## config.mk

```make
export PLATFORM = sky130hd
export DESIGN_NAME = i8080_bus_master
export DESIGN_NICKNAME = d
export VERILOG_FILES = /design/src/rtl/i8080_bus_master.sv
export SDC_FILE = /design/constraint.sdc
export NUM_CORES = 1
export LEC_CHECK = 0
export ABC_AREA = 0
export CAP_MARGIN = 5
export CORE_MARGIN = 2
export CORE_UTILIZATION = 52
export DETAILED_ROUTE_END_ITERATION = 10
export GPL_TIMING_DRIVEN = 0
export PLACE_DENSITY = 0.82
export RECOVER_POWER = 50
export SLEW_MARGIN = 20
export SYNTH_ARGS = -nofsm -noshare
export SYNTH_HDL_FRONTEND = slang
export SYNTH_SLANG_ARGS = --single-unit
export TNS_END_PERCENT = 30
```

## constraint.sdc

```tcl
create_clock -name CLK -period 4.6 [get_ports CLK]
set_input_delay 0.92 -clock CLK [delete_from_list [all_inputs] [get_ports CLK]]
set_output_delay 0.92 -clock CLK [all_outputs]
set_load 0.05 [all_outputs]
```

## src/rtl/i8080_bus_master.sv

```systemverilog
// i8080_bus_master: write-only 8080-style bus initiator.
// Accepts command/data bytes on a valid/ready stream and turns each one into a
// timed CS/RS/We/Data write cycle: SETUP -> STROBE -> HOLD -> GAP -> IDLE.
// With BURST set, a request accepted on the last HOLD cycle re-enters SETUP
// with CS still low, so the GAP and IDLE cycles are skipped.
module i8080_bus_master #(
  parameter int unsigned T_SETUP = 1,
  parameter int unsigned T_PULSE = 1,
  parameter int unsigned T_HOLD  = 1,
  parameter int unsigned T_GAP   = 2,
  parameter bit          BURST   = 1'b0
) (
  input  logic       CLK,
  input  logic       nRST,
  input  logic       TxValid,
  input  logic       TxIsCmd,
  input  logic [7:0] TxData,
  output logic       TxReady,
  output logic       TxDone,
  output logic       Busy,
  output logic       J80_CS,
  output logic       J80_RS,
  output logic       J80_We,
  output logic [7:0] J80_Data
);

  localparam logic [2:0] S_IDLE   = 3'd0;
  localparam logic [2:0] S_SETUP  = 3'd1;
  localparam logic [2:0] S_STROBE = 3'd2;
  localparam logic [2:0] S_HOLD   = 3'd3;
  localparam logic [2:0] S_GAP    = 3'd4;

  // The counter is loaded with N-1 on state entry; a phase ends on the cycle it reads 0.
  localparam logic [7:0] LD_SETUP = 8'(T_SETUP - 1);
  localparam logic [7:0] LD_PULSE = 8'(T_PULSE - 1);
  localparam logic [7:0] LD_HOLD  = 8'(T_HOLD - 1);
  localparam logic [7:0] LD_GAP   = 8'(T_GAP - 1);

  logic [2:0] state_q, state_d;
  logic [7:0] cnt_q, cnt_d;
  logic       cs_q, cs_d;
  logic       rs_q, rs_d;
  logic       we_q, we_d;
  logic [7:0] data_q, data_d;
  logic       done_q, done_d;
  logic       last;
  logic       accept;

  assign last    = (cnt_q == 8'd0);
  assign TxReady = (state_q == S_IDLE) || (BURST && (state_q == S_HOLD) && last);
  assign Busy    = (state_q != S_IDLE);
  assign accept  = TxValid && TxReady;

  assign J80_CS   = cs_q;
  assign J80_RS   = rs_q;
  assign J80_We   = we_q;
  assign J80_Data = data_q;
  assign TxDone   = done_q;

  // Next-state logic: phase sequencing, bus pin updates and the TxDone pulse.
  always_comb begin
    state_d = state_q;
    cnt_d   = last ? 8'd0 : cnt_q - 8'd1;
    cs_d    = cs_q;
    rs_d    = rs_q;
    we_d    = we_q;
    data_d  = data_q;
    done_d  = 1'b0;
    case (state_q)
      S_IDLE: begin
        if (accept) begin
          // Request is captured here only; later input changes are ignored.
          cs_d    = 1'b0;
          rs_d    = ~TxIsCmd;
          data_d  = TxData;
          state_d = S_SETUP;
          cnt_d   = LD_SETUP;
        end
      end
      S_SETUP: begin
        if (last) begin
          we_d    = 1'b1;
          state_d = S_STROBE;
          cnt_d   = LD_PULSE;
        end
      end
      S_STROBE: begin
        if (last) begin
          we_d    = 1'b0;
          state_d = S_HOLD;
          cnt_d   = LD_HOLD;
          // Single-cycle HOLD: its only cycle is also the final one.
          done_d  = (LD_HOLD == 8'd0);
        end
      end
      S_HOLD: begin
        if (!last) begin
          done_d = (cnt_q == 8'd1);
        end else if (accept) begin
          // Burst re-accept: We is already low, so RS/Data may change under CS=0.
          rs_d    = ~TxIsCmd;
          data_d  = TxData;
          state_d = S_SETUP;
          cnt_d   = LD_SETUP;
        end else begin
          cs_d    = 1'b1;
          state_d = S_GAP;
          cnt_d   = LD_GAP;
        end
      end
      S_GAP: begin
        if (last) begin
          state_d = S_IDLE;
          cnt_d   = 8'd0;
        end
      end
      default: begin
        state_d = S_IDLE;
        cnt_d   = 8'd0;
        cs_d    = 1'b1;
        we_d    = 1'b0;
      end
    endcase
  end

  // State and registered bus outputs; reset aborts any cycle in flight.
  always_ff @(posedge CLK or negedge nRST) begin
    if (!nRST) begin
      state_q <= S_IDLE;
      cnt_q   <= 8'd0;
      cs_q    <= 1'b1;
      rs_q    <= 1'b1;
      we_q    <= 1'b0;
      data_q  <= 8'd0;
      done_q  <= 1'b0;
    end else begin
      state_q <= state_d;
      cnt_q   <= cnt_d;
      cs_q    <= cs_d;
      rs_q    <= rs_d;
      we_q    <= we_d;
      data_q  <= data_d;
      done_q  <= done_d;
    end
  end

endmodule

```

# Yosys cells after proc, flatten, opt, wreduce, memory -nomap -nowiden
# Cells that the tools add are included.
[op_classes]
add_sub_neg = 1
eq_ne = 11
n_mux = 29
n_bitwise = 3
reduce_logical = 11
[ops]
columns = ["operator", "count"]
rows = [
  ["8-bit two-way mux", 6],
  ["8-bit one-hot mux with 3 select lines", 1],
  ["3-bit two-way mux", 6],
  ["8-bit one-hot mux with 2 select lines", 1],
  ["3-bit one-hot mux with 5 select lines", 1],
  ["1-bit two-way mux", 10],
  ["2-bit != test, second input constant", 5],
  ["8-bit by 1-bit == test with 1-bit output, second input constant", 1],
  ["8-bit zero test", 1],
  ["8-bit by 1-bit subtractor with 8-bit output, second input constant", 1],
  ["3-bit by 2-bit == test with 1-bit output, second input constant", 2],
  ["1-bit one-hot mux with 3 select lines", 2],
  ["3-bit OR reduction", 2],
  ["5-bit AND reduction", 1],
  ["1-bit one-hot mux with 2 select lines", 2],
  ["4-bit AND reduction", 1],
  ["3-bit by 1-bit == test with 1-bit output, second input constant", 1],
  ["3-bit == test, second input constant", 1],
  ["3-bit zero test", 1],
  ["1-bit NOT", 3],
  ["3-bit AND reduction", 1],
  ["3-bit nonzero test", 1],
  ["2-bit by 1-bit != test with 1-bit output, second input constant", 1],
  ["2-bit AND reduction", 1],
  ["2 further kinds", 2],
]
[totals]
regBits = 23
in_bits = 12
word_cells = 62

# Depth between registers and ports, before layout
[logic_depth]
word_depth = 5
mapped_depth = 5
ltp_nobuf = 5

# Least setup slack after synthesis
# OpenSTA, ideal clock, no wires.
[synth_path]
path_kind = "register -> output"
start = "register state_q[0]"
end = "output port Busy"
t_arrival_ps = 2325
required_ps = 3680
slack_ps = 1355
stages_incl_launch_ff = 4
n_path_buf = 1
path_cell_list = "dfrtp_1 clkbuf_1 nor3_1 inv_1"
[synth_between]
elab_chain_cells = 1
[synth_lines]
columns = ["item", "line_no", "text"]
rows = [
  ["from (decl)", "39", "logic [2:0] state_q, state_d;"],
  ["from (signal assigned)", "137", "state_q <= state_d;"],
  ["3-bit nonzero test", "51", "assign Busy = (state_q != S_IDLE);"],
  ["to (decl)", "20", "output logic Busy,"],
]
# No other way between the ends.

# Final worst setup path
[layout_path]
start = "register state_q[0]"
end = "output port TxReady"
[layout_between]
elab_chain_cells = 1
[layout_lines]
columns = ["item", "line_no", "text"]
rows = [
  ["3-bit zero test", "50", "assign TxReady = (state_q == S_IDLE) || (BURST && (state_q == S_HOLD) && last);"],
  ["to (decl)", "18", "output logic TxReady,"],
]
# No other way between the ends.

==> impl_metrics.json <==
{
  "netlist_top_cells_area": "dfrtp_1, nand2_1, dfstp_2",
  "final_util": 0.718,
  "grt_max_degree": 24,
  "syn_nets": 133,
  "ys_ff_latch": 23,
  "cts_resized": 0,
  "cp-end-kind": "output pin",
  "min-delay-start": "J80_Data[6]$_DFFE_PN0P_",
  "viasPerCell": 5.49,
  "synth.distinct_cells": 31,
  "initial_utilization": 0.568,
  "hold_class": "flip-flop to flip-flop",
  "die_x_um": 50.7,
  "syn-mean-instance-area_um2": 9.63,
  "final_net_count": 163,
  "reg2reg_slack_ns": 2.49,
  "layoutNonFillerInstCount": 174,
  "status": "finished clean",
  "synth_area_um2": 1140,
  "grt_pass1_wl_mm": 3.94,
  "synth_top_area_frac": 0.463,
  "area_growth_pct": 26.4,
  "drtIter0Drc": 17,
  "fmax_mhz": 331,
  "clk_latency_ns": 0.30,
  "crit_path_max_fanout": 10,
  "arrival_ns": 2.10,
  "synth_xor_area_frac": 0.0154,
  "cts_tree": "yes",
  "grt_usage": 0.200,
  "postRouteAntennaNets": 0,
  "final-max-slew-violation-count": 0,
  "ctsHoldBuffers": 0,
  "place_inst": 170,
  "clock_skew_ns": 0.00639,
  "cpPeakStageDelay_ns": 0.85,
  "vias": 955,
  "power.total_mw": 1.05,
  "routed_wl_mm": 2.22,
  "yosysSeqAreaShare": 0.509,
  "rsz0062_at_grt": "false",
  "ir_drop_uv": 405,
  "drive_gt1_frac": 0.0612,
  "post_drt_wl_per_cell_um": 12.8,
  "synthCells": 118,
  "core_area_um2": 2000,
  "totalNegativeSetupSlack_ns": 0,
  "synth-adder-area-share": 0.0330,
  "yosys.area_share.simple": 0.293,
  "synthMuxAreaShare": 0.0187,
  "dr.pass1.iters": 5,
  "cts.clk_slew.worst_paths_ns": 0.12,
  "r2r-end": "state_q[1]$_DFFE_PN0P_",
  "leakage_nw": 0.629,
  "clk_path_buf_depth": 2,
  "p_per_area_nw_per_um2": 730,
  "crit_type": "flip-flop to output pin",
  "dpl.hpwl_mm": 1.70,
  "num_rows": 16,
  "setup_viol": 0,
  "grt_pass1_vias": 877,
  "holdPathStages": 2,
  "antenna_found_initial": 0,
  "synth_compound_area_frac": 0.101,
  "layout_worst_path_cycle_share": 0.657,
  "maxCapViolCount": 0,
  "port_buffers": 25,
  "routabilityCongestion": 0.796,
  "tightest_slew_ns": 1.18,
  "remaining_drc_errors": 0,
  "fin_crit_ns": 3.02,
  "die_h_um": 50.7,
  "startpoint_type": "flip-flop",
  "ios": 26,
  "ff2ff_path_depth": 5,
  "clkSinkCount": 23,
  "worstHoldEndpoint": "J80_Data[6]$_DFFE_PN0P_",
  "cts_max_level": 1,
  "cp_cell_sequence": "clkbuf_1 > nor3_1 > clkdlybuf4s50_1",
  "fp.dieArea_um2": 2570,
  "yosys.area.top_type": "dfrtp_1",
  "synth_top_family_by_area": "simple AND/OR/NAND/NOR gates",
  "diodes": 0,
  "numCtsBuffers": 3,
  "slew_headroom": 0.212,
  "overflow": 0,
  "slowest_stage": "clkdlybuf4s50_1",
  "r2r_start": "cnt_q[0]$_DFF_PN0_",
  "hold_viol_final": 0,
  "cts-root-buf": "clkbuf_4",
  "post-cts-setup-buffers": 0,
  "ys.warnings.count": 0,
  "worstPathRequired_ns": 3.68
}
## synth_stat cells
master    number
nor4b_2        1
inv_1          5
or4b_2         1
dfrtp_1       21
nand3_1        4
o21ai_0        6
ha_1           3
nand4_1        1
o41ai_1        1
a21oi_1        4
mux2i_1        1
nor4b_4        1
nor2_1         4
xnor2_1        2
a211oi_1       1
nor4_1         1
nor3b_1        4
a211o_1        1
dfstp_2        2
and3_1         2
mux2_2         1
clkbuf_1       4
o31ai_1        2
nor3_1         6
a31oi_1        1
o32a_1         1
or4_1          3
or4_4          1
nand2_1       28
o31a_1         1
nor2b_1        4
## critical path, delay by kind of cell, from the launching register on
| kind | cells | cell delay [ns] |
|---|---|---|
| flip-flops | 1 | 0.44 |
| AND/OR/NAND/NOR | 1 | 0.29 |
| buffers and inverters | 2 | 1.07 |
## layout by cell type (no fill, tap or decap), types with 2 or more instances in the layout
cell,count
inv_1,5
nor2_1,4
clkbuf_4,3
dfrtp_1,21
dfstp_2,2
nand3_1,4
nor3b_1,4
nor2b_1,4
a21oi_1,4
nor3_1,6
nand2_1,28
and3_1,2
or4_1,4
o21ai_0,6
ha_1,3
o31ai_1,2
clkbuf_1,6
clkdlybuf4s50_1,23
xnor2_1,2
## stage by stage
step	setup slack, ns	hold WS, ns	cell area [µm²]
global route	1.40	0.516	1440
global placement	1.97	0.459	1420
CTS	1.55	0.490	1450
finish	1.58	0.485	1440
floorplan	1.36	0.540	1140
detailed placement	1.91	0.464	1420
## flip-flops by register name, summed over array words and instances (netlist names)
| register | cells |
|---|---|
| J80_RS | 1 |
| J80_Data | 8 |
| cnt_q | 8 |
| state_q | 3 |
| J80_We | 1 |
| TxDone | 1 |
| J80_CS | 1 |
## routing by layer
| metal | part of all wire | vias to the layer above | wire [µm] | global-route usage |
|---|---|---|---|---|
| met2 | 0.51 | 9 | 1130 | 0.331 |
| met3 | 0.023 | 2 | 52 | 0.0327 |
| li1 | - | 479 | - | - |
| met1 | 0.46 | 465 | 1030 | 0.272 |
| met4 | 0.0059 | 0 | 13 | 0.0541 |
| met5 | 0 | - | 0 | 0 |
## layout make-up
cell class	instances	area [µm²]
Buffer	4	15.0
Clock buffer	4	26.3
Fill cell	154	566
Inverter	5	18.8
Multi-Input combinational cell	86	520
Sequential cell	23	578
Tap cell	27	33.8
Timing Repair Buffer	25	244
## logic make-up after synthesis
group	count (synthesis)
AOI/OAI and AO/OA	18
xor gates and xnor gates	2
adders and majority gates	3
buffers and inverters	9
DFF	23
muxes	2
and+or+nand+nor	61
## power by group
group / internal, mW / switching, mW
sequential: 0.293 / 0.0786
combinational: 0.221 / 0.367
clock: 0.0337 / 0.0547
total: 0.548 / 0.501
## how the worst max path moves through the flow
stage,slack (ns),depth (start not counted),from,endpoint
detailed placement,1.91,3,state_q[0]$_DFFE_PN0P_,TxReady
global placement,1.97,3,state_q[0]$_DFFE_PN0P_,TxReady
finish,1.58,3,state_q[0]$_DFFE_PN0P_,TxReady
CTS,1.55,3,state_q[0]$_DFFE_PN0P_,TxReady
global route,1.40,3,state_q[0]$_DFFE_PN0P_,TxReady
floorplan,1.36,3,state_q[0]$_DFFE_PN0P_,Busy
(Power assumes the default switching activity.)
